<file path="src/rtl/pong_engine.sv">
// pong_engine: game-state core for the VGA pong design.
// Holds the ball, both paddles, both scores and the SERVE/PLAY/GAMEOVER
// state machine. Positions advance once per frame_tick (vblank strobe).
// Only screen-space coordinates and scores are produced; rendering,
// pixel and sync generation live elsewhere.
//
// Ports:
//   pclk, reset        clock, synchronous active-high reset
//   frame_tick         one-cycle update strobe
//   btns[3:0]          [0] p1 down, [1] p1 up, [2] p2 down, [3] p2 up
//   auto               paddle 2 AI request (only with AUTO_PADDLE_EN)
//   start              restart from GAMEOVER, sampled every cycle
//   ball_x, ball_y     ball top-left corner
//   paddle1_y/2_y      paddle top edges
//   score1, score2     scores
//   state              00 SERVE, 01 PLAY, 10 GAMEOVER
//   winner             0 = p1, 1 = p2 (meaningful in GAMEOVER)
//   hit, point         one-cycle pulses on paddle bounce / score
//
// Build option: define AUTO_PADDLE_EN to let auto = 1 steer paddle 2
// toward the ball instead of btns[3:2].
module pong_engine #(
    parameter int SCREEN_W     = 640,
    parameter int SCREEN_H     = 480,
    parameter int PADDLE_W     = 10,
    parameter int PADDLE_H     = 60,
    parameter int PADDLE_LEFT  = 40,
    parameter int BALL_SIZE    = 6,
    parameter int BALL_SPX     = 2,
    parameter int BALL_SPY     = 3,
    parameter int PADDLE_SPEED = 4,
    parameter int SERVE_FRAMES = 60,
    parameter int WIN_SCORE    = 7,
    parameter int SCORE_W      = 4
) (
    input  logic                        pclk,
    input  logic                        reset,
    input  logic                        frame_tick,
    input  logic [3:0]                  btns,
    input  logic                        auto,
    input  logic                        start,
    output logic [$clog2(SCREEN_W)-1:0] ball_x,
    output logic [$clog2(SCREEN_H)-1:0] ball_y,
    output logic [$clog2(SCREEN_H)-1:0] paddle1_y,
    output logic [$clog2(SCREEN_H)-1:0] paddle2_y,
    output logic [SCORE_W-1:0]          score1,
    output logic [SCORE_W-1:0]          score2,
    output logic [1:0]                  state,
    output logic                        winner,
    output logic                        hit,
    output logic                        point
);

    localparam int XW = $clog2(SCREEN_W);
    localparam int YW = $clog2(SCREEN_H);
    localparam int GX = XW + 1;   // guard bit so sums never wrap
    localparam int GY = YW + 1;
    localparam int CW = $clog2(SERVE_FRAMES + 1);

    localparam logic [GX-1:0] X_CEN  = GX'((SCREEN_W - BALL_SIZE) / 2);
    localparam logic [GY-1:0] Y_CEN  = GY'((SCREEN_H - BALL_SIZE) / 2);
    localparam logic [GY-1:0] P_CEN  = GY'((SCREEN_H - PADDLE_H) / 2);
    localparam logic [GY-1:0] P_MAX  = GY'(SCREEN_H - PADDLE_H);
    localparam logic [GY-1:0] P_SPD  = GY'(PADDLE_SPEED);
    localparam logic [GY-1:0] P_H    = GY'(PADDLE_H);
    localparam logic [GX-1:0] L_FACE = GX'(PADDLE_LEFT + PADDLE_W);
    localparam logic [GX-1:0] R_FACE = GX'(SCREEN_W - PADDLE_LEFT - PADDLE_W);
    localparam logic [GX-1:0] X_SIZE = GX'(BALL_SIZE);
    localparam logic [GY-1:0] Y_SIZE = GY'(BALL_SIZE);
    localparam logic [GX-1:0] X_SPD  = GX'(BALL_SPX);
    localparam logic [GY-1:0] Y_SPD  = GY'(BALL_SPY);
    localparam logic [GX-1:0] X_LIM  = GX'(SCREEN_W);
    localparam logic [GY-1:0] Y_LIM  = GY'(SCREEN_H);
    localparam logic [GY-1:0] Y_BOT  = GY'(SCREEN_H - BALL_SIZE);

    typedef enum logic [1:0] {
        S_SERVE = 2'b00,
        S_PLAY  = 2'b01,
        S_OVER  = 2'b10
    } state_t;

    state_t             state_q, state_d;
    logic [XW-1:0]      bx_q, bx_d;
    logic [YW-1:0]      by_q, by_d;
    logic [YW-1:0]      p1_q, p1_d, p2_q, p2_d;
    logic [SCORE_W-1:0] s1_q, s1_d, s2_q, s2_d;
    logic [CW-1:0]      cnt_q, cnt_d;
    logic               win_q, win_d;
    logic               dirx_q, dirx_d;   // 1 = moving right
    logic               diry_q, diry_d;   // 1 = moving down
    logic               hit_q, hit_d, point_q, point_d;

    logic [GY-1:0]      p1_nxt, p2_nxt;
    logic [GY-1:0]      ny;
    logic [GX-1:0]      xe;
    logic               ov1, ov2, miss_l, miss_r;

    function automatic logic [GY-1:0] pad_step(input logic [GY-1:0] p,
                                               input logic dn, input logic up);
        logic [GY-1:0] r;
        r = p;
        if (dn && !up)
            r = (p + P_SPD > P_MAX) ? P_MAX : p + P_SPD;
        else if (up && !dn)
            r = (p < P_SPD) ? '0 : p - P_SPD;
        return r;
    endfunction

    assign p1_nxt = pad_step({1'b0, p1_q}, btns[0], btns[1]);

`ifdef AUTO_PADDLE_EN
    // Chase a target that centres the paddle on the ball, landing exactly
    // on it once within one step.
    function automatic logic [GY-1:0] auto_step(input logic [GY-1:0] p,
                                                input logic [GY-1:0] by);
        logic [GY-1:0] c, t, r;
        c = by + GY'(BALL_SIZE / 2);
        t = (c < GY'(PADDLE_H / 2)) ? '0 : c - GY'(PADDLE_H / 2);
        if (t > P_MAX) t = P_MAX;
        if (t > p) r = (t - p < P_SPD) ? t : p + P_SPD;
        else       r = (p - t < P_SPD) ? t : p - P_SPD;
        return r;
    endfunction

    assign p2_nxt = auto ? auto_step({1'b0, p2_q}, {1'b0, by_q})
                         : pad_step({1'b0, p2_q}, btns[2], btns[3]);
`else
    logic unused_auto;
    assign unused_auto = auto;
    assign p2_nxt = pad_step({1'b0, p2_q}, btns[2], btns[3]);
`endif

    always_comb begin
        state_d = state_q;
        bx_d    = bx_q;
        by_d    = by_q;
        p1_d    = p1_q;
        p2_d    = p2_q;
        s1_d    = s1_q;
        s2_d    = s2_q;
        cnt_d   = cnt_q;
        win_d   = win_q;
        dirx_d  = dirx_q;
        diry_d  = diry_q;
        hit_d   = 1'b0;
        point_d = 1'b0;
        ny      = {1'b0, by_q};
        xe      = {1'b0, bx_q};
        ov1     = 1'b0;
        ov2     = 1'b0;
        miss_l  = 1'b0;
        miss_r  = 1'b0;

        if (frame_tick) begin
            p1_d = YW'(p1_nxt);
            p2_d = YW'(p2_nxt);
            case (state_q)
                S_SERVE: begin
                    bx_d = XW'(X_CEN);
                    by_d = YW'(Y_CEN);
                    if (cnt_q == CW'(SERVE_FRAMES - 1)) begin
                        state_d = S_PLAY;
                        cnt_d   = '0;
                    end else begin
                        cnt_d = cnt_q + CW'(1);
                    end
                end
                S_PLAY: begin
                    if (diry_q) begin
                        if (ny + Y_SIZE + Y_SPD > Y_LIM) begin
                            ny     = Y_BOT;
                            diry_d = 1'b0;
                        end else begin
                            ny = ny + Y_SPD;
                        end
                    end else begin
                        if (ny < Y_SPD) begin
                            ny     = '0;
                            diry_d = 1'b1;
                        end else begin
                            ny = ny - Y_SPD;
                        end
                    end
                    by_d = YW'(ny);
                    // Paddle overlap uses the moved ball and moved paddles.
                    ov1 = (ny + Y_SIZE > p1_nxt) && (ny < p1_nxt + P_H);
                    ov2 = (ny + Y_SIZE > p2_nxt) && (ny < p2_nxt + P_H);

                    if (!dirx_q) begin
                        if (xe >= L_FACE && xe - X_SPD < L_FACE && ov1) begin
                            bx_d   = XW'(L_FACE);
                            dirx_d = 1'b1;
                            hit_d  = 1'b1;
                        end else if (xe < X_SPD) begin
                            miss_l = 1'b1;
                        end else begin
                            bx_d = XW'(xe - X_SPD);
                        end
                    end else begin
                        if (xe + X_SIZE <= R_FACE && xe + X_SIZE + X_SPD > R_FACE && ov2) begin
                            bx_d   = XW'(R_FACE - X_SIZE);
                            dirx_d = 1'b0;
                            hit_d  = 1'b1;
                        end else if (xe + X_SIZE + X_SPD > X_LIM) begin
                            miss_r = 1'b1;
                        end else begin
                            bx_d = XW'(xe + X_SPD);
                        end
                    end

                    if (miss_l || miss_r) begin
                        bx_d    = XW'(X_CEN);
                        by_d    = YW'(Y_CEN);
                        point_d = 1'b1;
                        // Left miss scores for p2, so the serve heads right.
                        dirx_d  = miss_l;
                        state_d = S_SERVE;
                        if (miss_l) begin
                            s2_d = s2_q + SCORE_W'(1);
                            if (s2_d == SCORE_W'(WIN_SCORE)) begin
                                state_d = S_OVER;
                                win_d   = 1'b1;
                            end
                        end else begin
                            s1_d = s1_q + SCORE_W'(1);
                            if (s1_d == SCORE_W'(WIN_SCORE)) begin
                                state_d = S_OVER;
                                win_d   = 1'b0;
                            end
                        end
                    end
                end
                default: ;
            endcase
        end

        // start is honoured on any cycle, tick or not.
        if (state_q == S_OVER && start) begin
            s1_d    = '0;
            s2_d    = '0;
            dirx_d  = 1'b0;
            cnt_d   = '0;
            state_d = S_SERVE;
        end
    end

    always_ff @(posedge pclk) begin
        if (reset) begin
            state_q <= S_SERVE;
            bx_q    <= XW'(X_CEN);
            by_q    <= YW'(Y_CEN);
            p1_q    <= YW'(P_CEN);
            p2_q    <= YW'(P_CEN);
            s1_q    <= '0;
            s2_q    <= '0;
            cnt_q   <= '0;
            win_q   <= 1'b0;
            dirx_q  <= 1'b0;
            diry_q  <= 1'b1;
            hit_q   <= 1'b0;
            point_q <= 1'b0;
        end else begin
            state_q <= state_d;
            bx_q    <= bx_d;
            by_q    <= by_d;
            p1_q    <= p1_d;
            p2_q    <= p2_d;
            s1_q    <= s1_d;
            s2_q    <= s2_d;
            cnt_q   <= cnt_d;
            win_q   <= win_d;
            dirx_q  <= dirx_d;
            diry_q  <= diry_d;
            hit_q   <= hit_d;
            point_q <= point_d;
        end
    end

    assign ball_x    = bx_q;
    assign ball_y    = by_q;
    assign paddle1_y = p1_q;
    assign paddle2_y = p2_q;
    assign score1    = s1_q;
    assign score2    = s2_q;
    assign state     = state_q;
    assign winner    = win_q;
    assign hit       = hit_q;
    assign point     = point_q;

endmodule

</file>
<file path="config.mk">
export PLATFORM = sky130hd
export DESIGN_NAME = pong_engine
export DESIGN_NICKNAME = d
export VERILOG_FILES = /design/src/rtl/pong_engine.sv
export SDC_FILE = /design/constraint.sdc
export NUM_CORES = 1
export LEC_CHECK = 0
export ABC_CLOCK_PERIOD_IN_PS = 6200
export CELL_PAD_IN_SITES_DETAIL_PLACEMENT = 1
export CELL_PAD_IN_SITES_GLOBAL_PLACEMENT = 2
export CORE_MARGIN = 2
export CORE_UTILIZATION = 30
export DETAILED_ROUTE_END_ITERATION = 10
export HOLD_SLACK_MARGIN = 0.05
export PLACE_DENSITY = 0.72
export RECOVER_POWER = 25
export SYNTH_ARGS = -nofsm -noshare
export SYNTH_HDL_FRONTEND = slang
export SYNTH_SLANG_ARGS = --single-unit
export TNS_END_PERCENT = 10
</file>
<file path="constraint.sdc">
create_clock -name pclk -period 6.2 [get_ports pclk]
set_clock_uncertainty 0.2 [all_clocks]
set_input_delay 1.86 -clock pclk [delete_from_list [all_inputs] [get_ports pclk]]
set_output_delay 1.86 -clock pclk [all_outputs]
set_load 0.02 [all_outputs]
</file>
# Word level (Yosys, flattened, before mapping)
# Cells that the tools add are included.
# classes
add_sub_neg	18
magnitude_cmp	16
n_eq_ne	10
muxes	52
bitwise_logic	3
n_reduce_logical	29
# ops
operator	count
2-to-1 mux 10 bit	19
adder 9 x 3 -> 10 bit, second input constant	3
greater-than comparator 10 x 9 -> 1 bit, second input constant	3
2-to-1 mux 1 bit	23
greater-than comparator 11 x 10 -> 1 bit, second input constant	2
adder 10 x 2 -> 10 bit, second input constant	2
adder 10 x 6 -> 10 bit, second input constant	2
greater-than comparator 10 bit	2
less-than comparator 10 bit	2
one-hot mux 10 bit (2 select lines)	1
subtractor 9 x 3 -> 10 bit, second input constant	2
less-than comparator 9 x 3 -> 1 bit, second input constant	2
one-hot mux 9 bit (2 select lines)	1
AND reduction 4 bit	4
adder 10 x 3 -> 11 bit, second input constant	1
adder 11 x 2 -> 11 bit, second input constant	1
<= comparator 11 x 10 -> 1 bit, second input constant	1
logical AND 1 bit	11
less-than comparator 11 x 6 -> 1 bit, second input constant	1
subtractor 10 x 2 -> 11 bit, second input constant	1
adder 10 x 3 -> 10 bit, second input constant	1
adder 9 x 2 -> 10 bit, second input constant	1
greater-or-equal comparator 10 x 6 -> 1 bit, second input constant	1
less-than comparator 10 x 2 -> 1 bit, second input constant	1
24 further kinds	40
# word_totals
reg_bits	58
word_cells	141

# Logic depth before layout (Yosys ltp)
# depth
word_depth	18
ltp_mapped	22
ltp_nobuf	22

# Least setup slack after synthesis
# OpenSTA, ideal clock, no wires.
# synth_path
path_kind	input to register
startpoint	input btns[0]
endpoint	register bx_q[2] (netlist: ball_x[2])
setup_ps	120
arrival_time_ps	5141
t_required_ps	5880
path_slack_ps	738
path_stages	17
path_buffers	0
path_cell_list	nand2b_1 or4_1 nor3_1 a21oi_1 nor3_1 a21oi_1 nor3_1 xor2_1 ha_1 and4_1 a2111oi_0 o2111a_1 nand4_1 nand2b_1 nor2_1 a311oi_1 o21ai_1
# synth_between
elab_chain_cells	15
# synth_rtl
element	line	text
from (decl)	39	input logic [3:0] btns,
logical NOT 1 bit	104	else if (up && !dn)
logical AND 1 bit	104	
2-to-1 mux 10 bit	104	
2-to-1 mux 10 bit (*)	102	if (dn && !up)
adder 10 x 6 -> 10 bit	186	ov1 = (ny + Y_SIZE > p1_nxt) && (ny < p1_nxt + P_H);
less-than comparator 10 bit	186	
logical AND 1 bit (*)	186	
logical AND 1 bit (*)	190	if (xe >= L_FACE && xe - X_SPD < L_FACE && ov1) begin
2-to-1 mux 1 bit	190	
2-to-1 mux 1 bit	189	if (!dirx_q) begin
2-to-1 mux 1 bit	157	case (state_q)
2-to-1 mux 1 bit	154	if (frame_tick) begin
logical OR 1 bit	211	if (miss_l || miss_r) begin
inequality test 5 bit (no source line) / 2-to-1 mux 10 bit (equally long branches)	--	
AND reduction 4 bit (no source line) / one-hot mux 10 bit (2 select lines) (equally long branches)	--	
to (signal assigned)	250	bx_q <= XW'(X_CEN);
to (decl)	83	logic [XW-1:0] bx_q, bx_d;
# Every way passes the cells marked *; elsewhere a longest branch is shown, timed or not. The select of a mux whose other input is x is not followed.
# A chain may end at the register's enable or synchronous reset.

# Worst setup path in the final report
# layout_path
startpoint	input btns[2]
endpoint	register by_q[8] (netlist: ball_y[8])
# layout_between
elab_chain_cells	15
# layout_rtl
element	line	text
logical NOT 1 bit	104	
logical AND 1 bit	104	
2-to-1 mux 10 bit	104	
2-to-1 mux 10 bit (*)	102	
adder 10 x 6 -> 10 bit	187	ov2 = (ny + Y_SIZE > p2_nxt) && (ny < p2_nxt + P_H);
less-than comparator 10 bit	187	
logical AND 1 bit (*)	187	
logical AND 1 bit (*)	200	if (xe + X_SIZE <= R_FACE && xe + X_SIZE + X_SPD > R_FACE && ov2) begin
2-to-1 mux 1 bit (*)	200	
2-to-1 mux 1 bit (*)	189	
2-to-1 mux 1 bit (*)	157	
2-to-1 mux 1 bit (*)	154	
logical OR 1 bit (*)	211	
2-to-1 mux 9 bit (*)	211	
one-hot mux 9 bit (2 select lines) (*)	157	
to (signal assigned)	251	by_q <= YW'(Y_CEN);
to (signal assigned)	265	by_q <= by_d;
to (decl)	84	logic [YW-1:0] by_q, by_d;
# Marks and branches as above.

==> impl_metrics.py <==
metrics = {
    "run_status": {
        "outcome": "finished clean",
    },
    "drt": {
        "drc_errors": 0,
        "drt-initial-drc-count": 273,
        "postRouteAntennaNets": 0,
        "first_pass_iters": 4,
        "viasPerCell": 5.40,
        "routed_wl_um": 21400,
        "num_vias": 6550,
        "routedWlPerCell_um": 17.6,
    },
    "synth": {
        "synthFlopType": "dfxtp_1",
        "synth_cell_type_count": 91,
        "ys_ff_latch": 58,
        "synth_seq_area_share_pct": 18.5,
        "synth_area_leaders": "dfxtp_1 19%, ha_1 12%, nand2_1 5.2%",
        "synth_edf_count": 0,
        "synth_area_mm2": 0.00626,
        "synth_top_area_share_pct": 18.5,
        "synth_largest_area_cell": "dfxtp_1",
        "syn_area_per_cell_um2": 7.32,
        "synth_warnings": 0,
        "syn_inst": 855,
        "syn_nets": 924,
        "async_reset_ff_share_pct": 0,
    },
    "sta": {
        "timing.fmax_ghz": 0.168,
        "relSlewSlack_pct": 32.7,
        "finalSetupViolations": 0,
        "fin_crit_ns": 5.95,
        "fin_crit_sh_pct": 96.0,
        "final_hold_viol_count": 0,
        "finalMaxSlewViolations": 0,
        "worstMarginPinSlew_ns": 1.00,
    },
    "clocking": {
        "clock_latency_ns": 0.34,
        "cts_buffers": 9,
        "cts_buffer_depth": 2,
        "cts_max_level": 3,
        "cts_root_buffer": "clkbuf_16",
        "cts_tree": "done",
        "clock_sinks": 58,
        "clkTransAtPathRegs_ns": 0.05,
        "cts_hold_buf": 0,
    },
    "layout": {
        "antenna_cells": 0,
        "layout_commonest_cell": "nand2_1",
        "syn2layout_area_growth_pct": 23.9,
        "layout-drive-gt1-share_pct": 12.2,
        "nets": 1006,
        "multiInputGateArea_mm2": 0.00470,
        "final_cell_mix": "86 x nand2_1, 75 x nor2_1, 64 x buf_4, 60 x ha_1, 58 x dfxtp_1",
        "nFillCells": 2552,
        "fin_area_mm2": 0.00776,
        "seqCellArea_mm2": 0.00116,
    },
    "setup_path": {
        "cp.required_ns": 6.26,
        "worstSetupStartpoint": "btns[2]",
        "worstPathMaxFanout": 10,
        "start_kind": "input port",
        "end_kind": "flip-flop",
        "rrSetupSlack_ns": 0.69,
        "crit_type": "input port to flip-flop",
        "rr_worst_depth": 21,
        "worstPathArrival_ns": 6.02,
        "r2r-end": "ball_y[8]",
        "crit_path_end": "ball_y[8]",
        "rr_startpoint": "ball_y[3]",
    },
    "global_route": {
        "antenna_found_initial": 0,
        "globalRouteTotalUtil_pct": 19.8,
        "grt_pass1_wl_um": 35100,
        "grt_start_max_net_pins": 26,
        "grt_overflow": 0,
        "grt_pass1_vias": 6547,
    },
    "floorplanning": {
        "die-area_mm2": 0.0220,
        "initial_core_util_pct": 30.7,
        "fp.dieW_um": 148,
        "rows": 52,
        "io_pins": 59,
        "coreArea_mm2": 0.0204,
        "die_y_um": 148,
    },
    "placement": {
        "globalplace.congestion": 0.836,
        "place_area_mm2": 0.00741,
        "port_buffers": 57,
        "dp_hpwl_um": 16400,
    },
    "power_and_ir_drop": {
        "power_w": 0.00135,
        "powerDensity_mw_per_mm2": 173,
        "p_leak_nw": 3.13,
        "ir_worst_vdd_mv": 0.133,
    },
    "run": {
        "max_cap_viol_count": 0,
    },
    "worst_hold_path": {
        "hold_class": "flip-flop to flip-flop",
    },
}
[routing by layer]
| metal | wire length [µm] | global-route usage (%) | part of all wire, % | vias up |
|---|---|---|---|---|
| met5 | 0 | 0 | 0 | - |
| met4 | 263 | 4.67 | 1.2 | 0 |
| li1 | - | - | - | 3309 |
| met1 | 10800 | 28.0 | 50 | 3137 |
| met3 | 547 | 2.82 | 2.6 | 16 |
| met2 | 9800 | 31.9 | 46 | 88 |
[power by group]
group	internal, W	switching, W
Sequential	0.000383	0.0000241
Combinational	0.000179	0.000214
Clock	0.000351	0.000195
Total	0.000913	0.000433
[through the flow]
stage          TNS (ns)  hold slack, ns  cells  utilization (%)  setup WS [ns]
3_3_place_gp     -0.222           0.278   1195             36.4        -0.0585
5_1_grt           -1.04           0.346   1212             38.1        -0.0970
6_report              0           0.290   1212             38.1          0.248
2_1_floorplan         0           0.271    855                -          0.738
3_5_place_dp      -1.81           0.288   1195             36.4         -0.175
4_1_cts               0           0.299   1211             38.0          0.168
[synthesized netlist by cell type (19+ instances only)]
| cell | n |
|---|---|
| nand2_1 | 86 |
| a211oi_1 | 19 |
| ha_1 | 60 |
| o21ai_0 | 40 |
| nor3_1 | 30 |
| nor2_1 | 76 |
| inv_1 | 43 |
| nand3_1 | 35 |
| clkbuf_1 | 32 |
| a21oi_1 | 53 |
| xnor2_1 | 28 |
| dfxtp_1 | 58 |
[area by class of cell]
| class | count | area share (%) |
|---|---|---|
| multi-input cells | 698 | 60.6 |
| flip-flops and latches | 58 | 15.0 |
| repair buffers | 126 | 13.9 |
| well taps | 270 | 4.35 |
| clock buffers | 9 | 2.90 |
| inverters | 44 | 2.13 |
| clock inverters | 7 | 1.21 |
[worst max-delay path: stages]
cell and delay, ns:
clkdlybuf4s50_1 0.41, nand2b_1 0.17, or4_1 0.45, and3_1 0.21, a211oi_2 0.17, and3_1 0.21, nand2_1 0.10, nand3b_1 0.12
xnor2_1 0.16, ha_1 0.28, nor2b_1 0.13, o21ai_0 0.16, nor4bb_2 0.27, nand4_1 0.15, buf_4 0.19, a31o_2 0.23
o211ai_2 0.22, buf_6 0.19, a21oi_2 0.11, a211oi_2 0.22
[how the worst min path moves through the flow]
stage,start,endpoint,slack (ns),cells past startpoint
after floorplan,cnt_q[1],cnt_q[1],0.27,2
after global placement,paddle2_y[1],paddle2_y[1],0.28,2
after detailed placement,paddle2_y[1],paddle2_y[1],0.29,2
after CTS,paddle2_y[1],paddle2_y[1],0.30,2
after global routing,paddle2_y[1],paddle2_y[1],0.35,2
final,paddle2_y[1],paddle2_y[1],0.29,2
[sequential cells by signal (all words and copies together), names as in the netlist]
signal,count
ball_x,10
ball_y,9
paddle1_y,9
paddle2_y,9
cnt_q,6
score1,4
score2,4
state,2
dirx_q,1
diry_q,1
hit,1
point,1
winner,1
[logic make-up (layout without fill, tap and decap cells)]
logic type	Yosys count	in the layout	synth area share (%)
buffers and inverters	99	186	6.89
AOI/OAI and AO/OA	254	254	28.5
and+or+nand+nor	333	333	26.7
muxes	10	10	1.64
adders and majority gates	60	60	12.0
DFF	58	58	18.5
xor gates and xnor gates	41	41	5.74
[what timing repair did]
action                     in CTS  in global routing
setup endpoints to repair       0                 27
resized for setup               0                  8
setup buffers                   0                  1
Note: power is estimated with default switching activity, not from simulation.
